$ cat src/rtl/count_sweep_ctrl.sv
// Sequencer that steers an up/down counter through N triangle sweeps between
// latched Low/High bounds, with start/stop handshake and status pulses.
module count_sweep_ctrl #(
    parameter int BITS  = 4,
    parameter int CYC_W = 4
) (
    input  logic             Clock,
    input  logic             ResetN,
    input  logic             Start_i,
    input  logic             Stop_i,
    input  logic [BITS-1:0]  Low_i,
    input  logic [BITS-1:0]  High_i,
    input  logic [CYC_W-1:0] Cycles_i,
    input  logic [BITS-1:0]  Count_i,
    output logic             CntUp_o,
    output logic             CntDown_o,
    output logic             CntEnable_o,
    output logic             Busy_o,
    output logic             Done_o,
    output logic             Aborted_o,
    output logic             Error_o,
    output logic [CYC_W-1:0] CyclesLeft_o
);

    typedef enum logic [2:0] {IDLE, SEEK, RISE, FALL, DONE} state_t;

    state_t           state_q, state_d;
    logic [BITS-1:0]  low_q, low_d;
    logic [BITS-1:0]  high_q, high_d;
    logic [CYC_W-1:0] cyclesLeft_q, cyclesLeft_d;
    logic             done_q, aborted_q, error_q;

    logic active, abort, startOk, accept, reject;
    logic belowLow, aboveLow, belowHigh, sweepEnd;

    assign active    = (state_q == SEEK) || (state_q == RISE) || (state_q == FALL);
    assign abort     = Stop_i && active;
    assign startOk   = (Low_i < High_i) && (Cycles_i != '0);
    assign accept    = (state_q == IDLE) && Start_i && startOk;
    assign reject    = (state_q == IDLE) && Start_i && !startOk;
    assign belowLow  = Count_i < low_q;
    assign aboveLow  = Count_i > low_q;
    assign belowHigh = Count_i < high_q;
    assign sweepEnd  = (state_q == FALL) && !aboveLow;

    always_ff @(posedge Clock or negedge ResetN) begin
        if (!ResetN) begin
            state_q <= IDLE;
        end else begin
            state_q <= state_d;
        end
    end

    // Stop overrides every transition out of the active states.
    always_comb begin
        state_d = state_q;
        unique case (state_q)
            IDLE: if (accept) state_d = SEEK;
            SEEK: if (!belowLow && !aboveLow) state_d = RISE;
            RISE: if (!belowHigh) state_d = FALL;
            FALL: if (!aboveLow) state_d = (cyclesLeft_q == CYC_W'(1)) ? DONE : RISE;
            DONE: state_d = IDLE;
            default: state_d = IDLE;
        endcase
        if (abort) state_d = IDLE;
    end

    always_comb begin
        CntUp_o   = 1'b0;
        CntDown_o = 1'b0;
        if (!abort) begin
            unique case (state_q)
                SEEK: begin
                    CntUp_o   = belowLow;
                    CntDown_o = aboveLow;
                end
                RISE:    CntUp_o   = belowHigh;
                FALL:    CntDown_o = aboveLow;
                default: ;
            endcase
        end
        CntEnable_o = CntUp_o || CntDown_o;
    end

    always_comb begin
        low_d        = low_q;
        high_d       = high_q;
        cyclesLeft_d = cyclesLeft_q;
        if (accept) begin
            low_d        = Low_i;
            high_d       = High_i;
            cyclesLeft_d = Cycles_i;
        end else if (abort) begin
            cyclesLeft_d = '0;
        end else if (sweepEnd) begin
            cyclesLeft_d = cyclesLeft_q - CYC_W'(1);
        end
    end

    always_ff @(posedge Clock or negedge ResetN) begin
        if (!ResetN) begin
            low_q        <= '0;
            high_q       <= '0;
            cyclesLeft_q <= '0;
            done_q       <= 1'b0;
            aborted_q    <= 1'b0;
            error_q      <= 1'b0;
        end else begin
            low_q        <= low_d;
            high_q       <= high_d;
            cyclesLeft_q <= cyclesLeft_d;
            done_q       <= (state_d == DONE);
            aborted_q    <= abort;
            error_q      <= reject;
        end
    end

    assign Busy_o       = (state_q != IDLE);
    assign Done_o       = done_q;
    assign Aborted_o    = aborted_q;
    assign Error_o      = error_q;
    assign CyclesLeft_o = cyclesLeft_q;

endmodule

$ cat config.mk
export PLATFORM = sky130hd
export DESIGN_NAME = count_sweep_ctrl
export DESIGN_NICKNAME = d
export VERILOG_FILES = /design/src/rtl/count_sweep_ctrl.sv
export SDC_FILE = /design/constraint.sdc
export NUM_CORES = 1
export LEC_CHECK = 0
export ABC_AREA = 1
export CELL_PAD_IN_SITES_DETAIL_PLACEMENT = 0
export CELL_PAD_IN_SITES_GLOBAL_PLACEMENT = 1
export CORE_UTILIZATION = 40
export DETAILED_ROUTE_END_ITERATION = 10
export DONT_BUFFER_PORTS = 1
export GPL_ROUTABILITY_DRIVEN = 0
export PLACE_DENSITY_LB_ADDON = 0.1
export RECOVER_POWER = 100
export SYNTH_ARGS = -nofsm -noshare
export SYNTH_HDL_FRONTEND = slang
export SYNTH_SLANG_ARGS = --single-unit
$ cat constraint.sdc
create_clock -name Clock -period 5.06 [get_ports Clock]
set_clock_uncertainty 0.1 [all_clocks]
set_input_delay 1.265 -clock Clock [delete_from_list [all_inputs] [get_ports Clock]]
set_output_delay 1.265 -clock Clock [all_outputs]
set_load 0.005 [all_outputs]
==> out/qor.log, run 1 <==
qor: timing.fin_crit_sh 0.715
qor: floorplan.starting_utilization_of_the_core_area 0.428
qor: outcome.outcome finished clean
qor: cells_and_area.mostFrequentLayoutCell nand2_1
qor: pwr.power_density 512 nW/um2
qor: clock_network.post_cts.resized_instances 0
qor: cells_and_area.post_route_cells_drive_above_1_share 0.0739
qor: setup_path.setup.worst_path.end_class primary output
qor: clock_network.number_of_buffers_created_by_cts 3
qor: min_path.cells_on_worst_hold_path 2
qor: floorplan.coreArea 3130 um2
qor: cells_and_area.seqCellArea 450 um2
qor: setup_path.slowest_stage ha_1
qor: global_routing.track_usage 0.176
qor: global_routing.via_count_of_the_first_global_routing_pass 1063
qor: clock_network.clock_tree.htree_level_count 1
qor: drt.vias_per_instance 4.77
qor: timing.setup_tns 0 ps
qor: setup_path.worstPathArrival 2250 ps
qor: timing.final_period_minus_worst_setup_slack 3620 ps
qor: setup_path.crit_chain ha_1 -> a21oi_1 -> nand2_1 -> o21ai_0 -> nand2_1 -> nand2_1
qor: timing.worst_rel_slew_slack 0.287
qor: cells_and_area.nNetsFinal 210
qor: cells_and_area.post-route-util 0.430
qor: setup_path.critical_path.max_fanout 5
qor: clock_network.cts.path.max_buffers 2
qor: cells_and_area.num-fill-cells 341
qor: synthesis.ys_seq_elements 18
qor: floorplan.die-width 59.9 um
qor: setup_path.timing.setup.critical_path_class primary input to primary output
qor: drt.drt_first_iter_violations 70
qor: clock_network.worstSkewPairLatency 300 ps
qor: clock_network.post_cts.repair.setup_buffers 0
qor: pwr.vdd_drop_max 0.191 mV
qor: floorplan.io_pins 31
qor: global_routing.number_of_antenna_violations_at_the_first_check_in_global_routing 0
qor: setup_path.cp_slowest_stage_delay 290 ps
qor: setup_path.reg2reg_depth 7
qor: min_path.whs_endpoint high_q[2]$_DFFE_PN0P_
qor: placed_design.placedInstanceArea 1370 um2
qor: floorplan.die-height 59.9 um
qor: cells_and_area.antenna-diode-count 0
qor: timing.total_setup_violations_reported_at_the_end_of_the_flow 0
qor: synthesis.seq_area_frac_synth 0.336
qor: pwr.leakagePower 0.000778 uW
qor: setup_path.critPathTopFamily compound AO/OA/AOI/OAI gates
qor: floorplan.num_rows 20
qor: placed_design.hpwl 2.09 mm
qor: global_routing.global_route_wire_length_before_repair 4.62 mm
qor: drt.drt_pre_antenna_iters 4
qor: setup_path.worst_setup_path_start_kind primary input
qor: clock_network.clock_sink_count 18
qor: drt.detailed_route_wire_length_per_cell 12.0 um
qor: flow_run.max-cap-violations 0
qor: cells_and_area.flow.area_growth_from_synthesis 0.280%
qor: synthesis.synth.yosys.warnings 0
qor: timing.grt_setup_unrepaired false
qor: global_routing.remaining_overflow_grt 0
qor: synthesis.mappedNetlistArea 1340 um2
qor: setup_path.rr_startpoint state_q[1]$_DFF_PN0_
qor: synthesis.synth_fp_nets 207
qor: synthesis.avgSynthCellArea 7.66 um2
qor: drt.route.detailed.drc 0
qor: cells_and_area.layout_common_cells nand2_1, inv_1, dfrtp_1
qor: cells_and_area.multi_input_area 669 um2
qor: setup_path.critical-path-top-cell-by-count nand2_1
qor: placed_design.portbufs 0
qor: clock_network.holdBufCountCts 0
qor: setup_path.cp_num_buf_inv 0
qor: timing.timing_hold_violations_final 0
qor: drt.antenna_violating_nets_post_route 0
qor: timing.tightestPinTransition 1060 ps
qor: timing.slew_violations 0
qor: drt.vias 1049
qor: min_path.worstHoldPathType flip-flop to flip-flop
qor: clock_network.worst_setup_hold_path_clk_slew 100 ps
qor: floorplan.die-area 3590 um2
qor: drt.postRouteWirelength 2.63 mm
qor: synthesis.postSynthCellCount 175
qor: cells_and_area.post-route-cell-area 1340 um2
qor: timing.fmax 277 MHz
qor: setup_path.timing.rr.end CyclesLeft_o[3]$_DFFE_PN0P_
qor: synthesis.synthDistinctLibCells 22
qor: setup_path.worst_ep_required_time 3690 ps
qor: setup_path.timing.reg2reg.setup_slack 2750 ps
qor: clock_network.tritoncts done
qor: clock_network.ctsRootBufferMaster clkbuf_4
qor: global_routing.grt_start_max_net_pins 27
qor: min_path.timing.hold.worst.start high_q[2]$_DFFE_PN0P_
==> worst max path at each step <==
stage	startpoint	to	slack, ps	depth (start not counted)
after floorplan	Count_i[3]	CntEnable_o	1570	6
after detailed placement	Count_i[3]	CntEnable_o	1460	6
final	Count_i[3]	CntEnable_o	1440	6
after global routing	Count_i[3]	CntEnable_o	1270	6
after global placement	Count_i[3]	CntEnable_o	1490	6
after CTS	Count_i[3]	CntEnable_o	1450	6
==> kinds of logic (layout without fill, tap and decap cells) <==
| family | count (synthesis) | after routing | synth area share |
|---|---|---|---|
| buf+inv | 41 | 42 | 0.126 |
| flops | 18 | 18 | 0.336 |
| compound gates | 16 | 16 | 0.0980 |
| simple gates | 87 | 87 | 0.321 |
| xor+xnor | 1 | 1 | 0.00654 |
| fa+ha+maj | 12 | 12 | 0.112 |
==> cell usage after synthesis (all sizes together) <==
cell    number  area share
nor2        11       0.049
o21ai        7       0.043
a21oi        8       0.049
nand2       52        0.15
dfrtp       18        0.34
nand3       10       0.056
nand4       10       0.047
inv         39        0.11
a21boi       1      0.0056
nor3b        3       0.017
buf          2       0.017
ha          12        0.11
nor3         1      0.0037
xor2         1      0.0065
==> sequential cells by signal (all words and copies together) (netlist names) <==
signal and count:
state_q 3, Error_o 1, Done_o 1, high_q 4
low_q 4, Aborted_o 1, CyclesLeft_o 4
==> metrics by stage <==
step                      power (uW)  instances  setup WS [ps]  hold WS, ps
after global routing             777        220           1270          460
after detailed placement         644        217           1460          373
after floorplan                  576        175           1570          355
after CTS                        718        220           1450          399
after global placement           637        217           1490          371
final                            688        220           1440          398
==> layer usage <==
metal / GRT usage / share of wire / vias up
met5: 0 / 0 / -
met4: 0.0698 / 0.017 / 0
met3: 0.0368 / 0.043 / 5
met2: 0.278 / 0.42 / 26
met1: 0.234 / 0.52 / 468
li1: - / - / 550
==> worst reg2reg max path: stages, from the launching register on <==
cell and delay (ps):
dfrtp_1 430, inv_1 140, nand3_4 130, nor2_8 130, nand3_1 690, nand3_1 470
nand2_1 90, nand2_1 60
==> power by group <==
group	internal, uW	switching, uW	leakage, uW
registers	201	43.7	0.000226
clock network	27.8	45.8	0.0000138
logic	137	233	0.000539
==> layout make-up <==
cell class,count,share of cell area
clock buffer,3,0.0168
inverter,39,0.109
multi-input combinational,116,0.498
sequential,18,0.335
tap,44,0.0410
Power figures use the tool's default switching activity.
==> run 2, diff against run 1 <==
==> constraint.sdc (replaced) <==
create_clock -name Clock -period 3.3 [get_ports Clock]
set_clock_uncertainty 0.1 [all_clocks]
set_input_delay 0.825 -clock Clock [delete_from_list [all_inputs] [get_ports Clock]]
set_output_delay 0.825 -clock Clock [all_outputs]
set_load 0.005 [all_outputs]
==> run 2 against run 1 <==
Net effect:
- critical path depth fell by 3
- final cell count stayed put
- first-iteration DRC count increased by 1.4%
- clock-buffer cell count stayed put
- total power up 54%
- combinational power up 55%
- wire length shrank 0.19%
- non-clock buffer count unchanged
- register-to-register slack worse by 1700 ps
- clock power rose by 51%
- sequential power grew 53%
- largest power group unchanged
==> out/qor.log, run 2 (same netlist as run 1, synthesis figures left out) <==
qor: setup_path.timing.setup.critical_path_class flip-flop to primary output
qor: flow_run.max-cap-violations 0
qor: clock_network.clock_sink_count 18
qor: clock_network.ctsRootBufferMaster clkbuf_4
qor: setup_path.worst_ep_required_time 2370 ps
qor: placed_design.place_inst 217
qor: cells_and_area.antenna-diode-count 0
qor: pwr.clock_power_share 0.105
qor: min_path.worstHoldPathType primary input to async pin
qor: clock_network.number_of_buffers_created_by_cts 3
qor: pwr.power_switching_share 0.469
qor: pwr.total_switching_power 495 uW
qor: clock_network.post_cts.repair.setup_buffers 0
qor: drt.drt_pre_antenna_iters 4
qor: clock_network.holdBufCountCts 0
qor: floorplan.die-height 59.9 um
qor: timing.timing_hold_violations_final 0
qor: global_routing.global_route_wire_length_before_repair 4.62 mm
qor: floorplan.num_rows 20
qor: global_routing.number_of_antenna_violations_at_the_first_check_in_global_routing 0
qor: timing.tightestPinTransition 1020 ps
qor: drt.postRouteWirelength 2.63 mm
qor: floorplan.coreArea 3130 um2
qor: cells_and_area.mostFrequentLayoutCell nand2_1
qor: drt.vias_per_instance 4.77
qor: timing.grt_setup_unrepaired false
qor: placed_design.portbufs 0
qor: floorplan.die-width 59.9 um
qor: clock_network.cts.path.max_buffers 2
qor: drt.detailed_route_wire_length_per_cell 11.9 um
qor: timing.setup_tns 0 ps
qor: cells_and_area.post_route_cells_drive_above_1_share 0.0682
qor: setup_path.setup.worst_path.end_class primary output
qor: global_routing.via_count_of_the_first_global_routing_pass 1063
qor: outcome.outcome finished clean
qor: setup_path.worstPathArrival 1830 ps
qor: setup_path.critical_path.max_fanout 9
qor: cells_and_area.post-route-cell-area 1350 um2
qor: timing.slew_violations 0
qor: pwr.share_seq_of_total_power 0.355
qor: timing.fmax 363 MHz
qor: timing.final_period_minus_worst_setup_slack 2750 ps
qor: clock_network.post_cts.resized_instances 0
qor: cells_and_area.nNetsFinal 210
qor: clock_network.worst_setup_hold_path_clk_slew 100 ps
qor: floorplan.io_pins 31
qor: global_routing.remaining_overflow_grt 0
qor: cells_and_area.flow.area_growth_from_synthesis 1.03%
qor: timing.total_setup_violations_reported_at_the_end_of_the_flow 0
qor: setup_path.worst_setup_path_start_kind flip-flop
qor: pwr.report.power.total 1060 uW
qor: cells_and_area.layout_common_cells nand2_1, inv_1, dfrtp_1
qor: cells_and_area.num-fill-cells 340
qor: drt.drt_first_iter_violations 71
qor: global_routing.track_usage 0.176
qor: floorplan.starting_utilization_of_the_core_area 0.428
qor: timing.fin_crit_sh 0.835
qor: pwr.leakagePower 0.000776 uW
qor: clock_network.clock_tree.htree_level_count 1
qor: timing.worst_rel_slew_slack 0.310
qor: pwr.power_density 780 nW/um2
qor: placed_design.hpwl 2.09 mm
qor: clock_network.tritoncts done
qor: global_routing.grt_start_max_net_pins 27
qor: setup_path.reg2reg_depth 7
qor: clock_network.worstSkewPairLatency 290 ps
qor: pwr.comb_power_share 0.541
qor: pwr.vdd_drop_max 0.295 mV
qor: placed_design.placedInstanceArea 1370 um2
qor: cells_and_area.layoutNonFillerInstCount 220
qor: drt.route.detailed.drc 0
qor: drt.antenna_violating_nets_post_route 0
qor: pwr.power.internal 561 uW
qor: drt.vias 1049
qor: floorplan.die-area 3590 um2
## run 2: changes by cell type in the layout (fill, tap and decap cells not counted)
cell	previous run	this run
nand3_1	9	8
nand3_4	1	2
nor2_1	8	9
inv_2	1	0
clkinv_1	0	1
nor2_2	2	1
## run 2: worst paths after layout
kind,endpoint,slack [ps],startpoint
min reg2reg,high_q[2]$_DFFE_PN0P_,400,high_q[2]$_DFFE_PN0P_
min in group Clock,high_q[2]$_DFFE_PN0P_,400,high_q[2]$_DFFE_PN0P_
max reg2reg,CyclesLeft_o[3]$_DFFE_PN0P_,1060,state_q[1]$_DFF_PN0_
min,low_q[1]$_DFFE_PN0P_,110,ResetN
max,CntEnable_o,550,state_q[1]$_DFF_PN0_
max in group asynchronous,Aborted_o$_DFF_PN0_,2920,ResetN
## run 2: routing by layer
metal,global-route usage,vias up,part of all wire
met5,0,-,0
met3,0.0368,5,0.042
met4,0.0698,0,0.016
met2,0.278,26,0.43
li1,-,550,-
met1,0.234,468,0.51
## run 2: power groups by stage
stage / clock, uW / combinational (uW) / sequential (uW)
after floorplan: 0 / 518 / 366
after global placement: 0 / 593 / 384
after detailed placement: 0 / 603 / 384
after CTS: 116 / 606 / 379
after global routing: 125 / 682 / 388
final: 111 / 571 / 374
## run 2: final cells by class
class	count	area [um2]	share of cell area
clock buffers	3	22.5	0.0166
inverters	39	146	0.108
multi-input cells	116	679	0.502
flip-flops and latches	18	450	0.333
well taps	44	55.1	0.0407
## run 2: metrics by stage
step	setup WS (ps)	hold WS (ps)	util
4_1_cts	575	98.2	0.446
5_1_grt	363	84.1	0.433
2_1_floorplan	692	355	-
3_5_place_dp	581	373	0.439
3_3_place_gp	611	371	0.439
6_report	546	109	0.433
## run 2: worst max-delay path: stages (launching register included)
cell and delay, ps:
dfrtp_1 430, o21ai_0 820, nand2_1 170, nand2_1 120
==> run 3, diff against run 2 <==
==> constraint.sdc (replaced) <==
create_clock -name Clock -period 2.35 [get_ports Clock]
set_clock_uncertainty 0.1 [all_clocks]
set_input_delay 0.5875 -clock Clock [delete_from_list [all_inputs] [get_ports Clock]]
set_output_delay 0.5875 -clock Clock [all_outputs]
set_load 0.005 [all_outputs]
==> run 3 against run 2 <==
Net effect:
- sequential share of layout area shrank 2.8 points
- clock-buffer cell count increased by 1
- clock power grew 80%
- critical path depth is 6 higher
- core utilization up 3.9 points
- sequential power up 44%
- global-route usage is 0.44 points higher
- setup slack worse by 420 ps
- non-clock buffer count rose by 4
- first-iteration DRC count is 30% lower
- largest cell class unchanged
==> out/qor.log, run 3 (same netlist as run 1, synthesis figures left out) <==
qor: outcome.outcome finished clean
qor: setup_path.critical_path.max_fanout 5
qor: global_routing.number_of_antenna_violations_at_the_first_check_in_global_routing 0
qor: timing.final_period_minus_worst_setup_slack 2230 ps
qor: global_routing.via_count_of_the_first_global_routing_pass 1069
qor: floorplan.die-width 59.9 um
qor: timing.tightestPinTransition 856 ps
qor: floorplan.die-area 3590 um2
qor: clock_network.clock_tree.htree_level_count 1
qor: setup_path.cp_slowest_stage_delay 390 ps
qor: global_routing.remaining_overflow_grt 0
qor: cells_and_area.layout_common_cells nand2_1, inv_1, dfrtp_1
qor: setup_path.timing.reg2reg.setup_slack 450 ps
qor: pwr.vdd_drop_max 0.389 mV
qor: drt.drt_pre_antenna_iters 4
qor: clock_network.worst_setup_hold_path_clk_slew 120 ps
qor: setup_path.critical-path-top-cell-by-count nand2_2
qor: clock_network.clock_sink_count 18
qor: timing.timing_hold_violations_final 0
qor: pwr.leakagePower 0.000809 uW
qor: setup_path.rr_startpoint state_q[1]$_DFF_PN0_
qor: floorplan.io_pins 31
qor: floorplan.die-height 59.9 um
qor: min_path.timing.hold.worst.start High_i[0]
qor: placed_design.portbufs 0
qor: floorplan.num_rows 20
qor: timing.fmax 449 MHz
qor: placed_design.place_worst_setup_slack 99.8 ps
qor: floorplan.starting_utilization_of_the_core_area 0.428
qor: placed_design.placedInstanceArea 1390 um2
qor: cells_and_area.post_route_cells_drive_above_1_share 0.188
qor: floorplan.coreArea 3130 um2
qor: pwr.report.power.total 1680 uW
qor: drt.route.detailed.drc 0
qor: setup_path.cp_num_buf_inv 1
qor: cells_and_area.antenna-diode-count 0
qor: clock_network.tritoncts done
qor: min_path.cells_on_worst_hold_path 2
qor: timing.fin_crit_sh 0.947
qor: flow_run.max-cap-violations 0
qor: placed_design.hpwl 2.08 mm
qor: timing.worst_rel_slew_slack 0.427
qor: drt.antenna_violating_nets_post_route 0
qor: min_path.worstHoldPathType primary input to flip-flop
qor: setup_path.worst_setup_path_start_kind flip-flop
qor: timing.total_setup_violations_reported_at_the_end_of_the_flow 0
qor: cells_and_area.nNetsFinal 214
qor: cells_and_area.post-route-cell-area 1480 um2
qor: timing.slew_violations 0
qor: clock_network.worstSkewPairLatency 300 ps
qor: setup_path.reg2reg_depth 7
qor: setup_path.setup.worst_path.end_class primary output
qor: timing.postLayoutSetupSlackWorst 125 ps
qor: drt.drt_first_iter_violations 50
qor: cells_and_area.mostFrequentLayoutCell nand2_1
qor: clock_network.number_of_buffers_created_by_cts 3
qor: setup_path.worstPathArrival 1540 ps
qor: cells_and_area.flow.area_growth_from_synthesis 10.2%
qor: clock_network.ctsRootBufferMaster clkbuf_4
qor: global_routing.grt_start_max_net_pins 19
qor: cells_and_area.num-fill-cells 335
qor: global_routing.global_route_wire_length_before_repair 4.80 mm
qor: setup_path.critPathTopFamily simple AND/OR/NAND/NOR gates
qor: drt.vias_per_instance 4.76
qor: setup_path.timing.rr.end low_q[2]$_DFFE_PN0P_
qor: setup_path.worst_ep_required_time 1660 ps
qor: setup_path.timing.setup.critical_path_class flip-flop to primary output
qor: setup_path.slowest_stage dfrtp_1
qor: drt.vias 1070
qor: drt.postRouteWirelength 2.62 mm
qor: clock_network.cts.path.max_buffers 2
qor: pwr.power_density 1140 nW/um2
qor: drt.detailed_route_wire_length_per_cell 11.7 um
qor: global_routing.track_usage 0.180
qor: min_path.whs_endpoint high_q[0]$_DFFE_PN0P_
qor: setup_path.crit_chain inv_2 -> ha_4 -> nand2_1 -> nand2_1 -> nand2_2 -> nand2_4 -> o21ai_2 -> nand2_2 -> nand2_2
## run 3: cell types whose count changed in the layout (fill, tap and decap cells not counted), sizes merged
cell	change
dlygate4sd3	+1
buf	+3
clkbuf	+1
inv	+1
clkinv	-1
## run 3: report_power, final
group	total [uW]	internal, uW	leakage [uW]	switching [uW]
sequential	538	433	0.000226	105
combinational	943	379	0.000563	565
clock	200	94.4	0.0000210	105
total	1680	906	0.000809	775
## run 3: worst max path at each step
stage	cells after the start	slack, ps	end	startpoint
floorplan	6	220	CntEnable_o	Count_i[3]
global placement	6	140	CntEnable_o	Count_i[3]
detailed placement	6	100	CntEnable_o	Count_i[3]
CTS	9	6	CntEnable_o	low_q[3]$_DFFE_PN0P_
global route	9	-0.05	CntEnable_o	low_q[1]$_DFFE_PN0P_
finish	9	120	CntEnable_o	low_q[1]$_DFFE_PN0P_
## run 3: through the flow
step	std cells	hold WS, ps	utilization	TNS [ps]
2_1_floorplan	175	192	-	0
3_3_place_gp	218	192	0.445	0
3_5_place_dp	218	192	0.445	0
4_1_cts	223	300	0.461	0
5_1_grt	225	310	0.472	-0.0530
6_report	225	322	0.472	0
## run 3: what timing repair did
action | in CTS | in global routing
endpoints found under the hold margin | 18 | 0
cloned | 0 | 0
resized for setup | 1 | 17
setup endpoints to repair | 2 | 2
setup buffers | 0 | 2
pin swaps | 0 | 4
hold buffers | 1 | 0
## run 3: worst register-to-register path, cell delays in order, from the launching register on
cell and delay [ps]:
dfrtp_1 440, inv_1 160, nand3_4 130, nor2_8 130, nand3_1 330, buf_4 340, nor2_1 140, a21oi_2 40
## run 3: cell type report
cell class,instances,area (um2),share of cell area
flip-flops and latches,18,450,0.305
inverters,39,146,0.0992
repair buffers,4,32.5,0.0220
multi-input cells,116,756,0.512
well taps,44,55.1,0.0373
clock buffers,4,36.3,0.0246
## run 3: per-layer routing
metal / wire length [um] / track usage / share of wire / up-vias
met4: 20 / 0.0598 / 0.0076 / 0
met2: 1140 / 0.290 / 0.43 / 25
met5: 0 / 0 / 0 / -
li1: - / - / - / 562
met3: 97 / 0.0303 / 0.037 / 2
met1: 1370 / 0.245 / 0.52 / 481
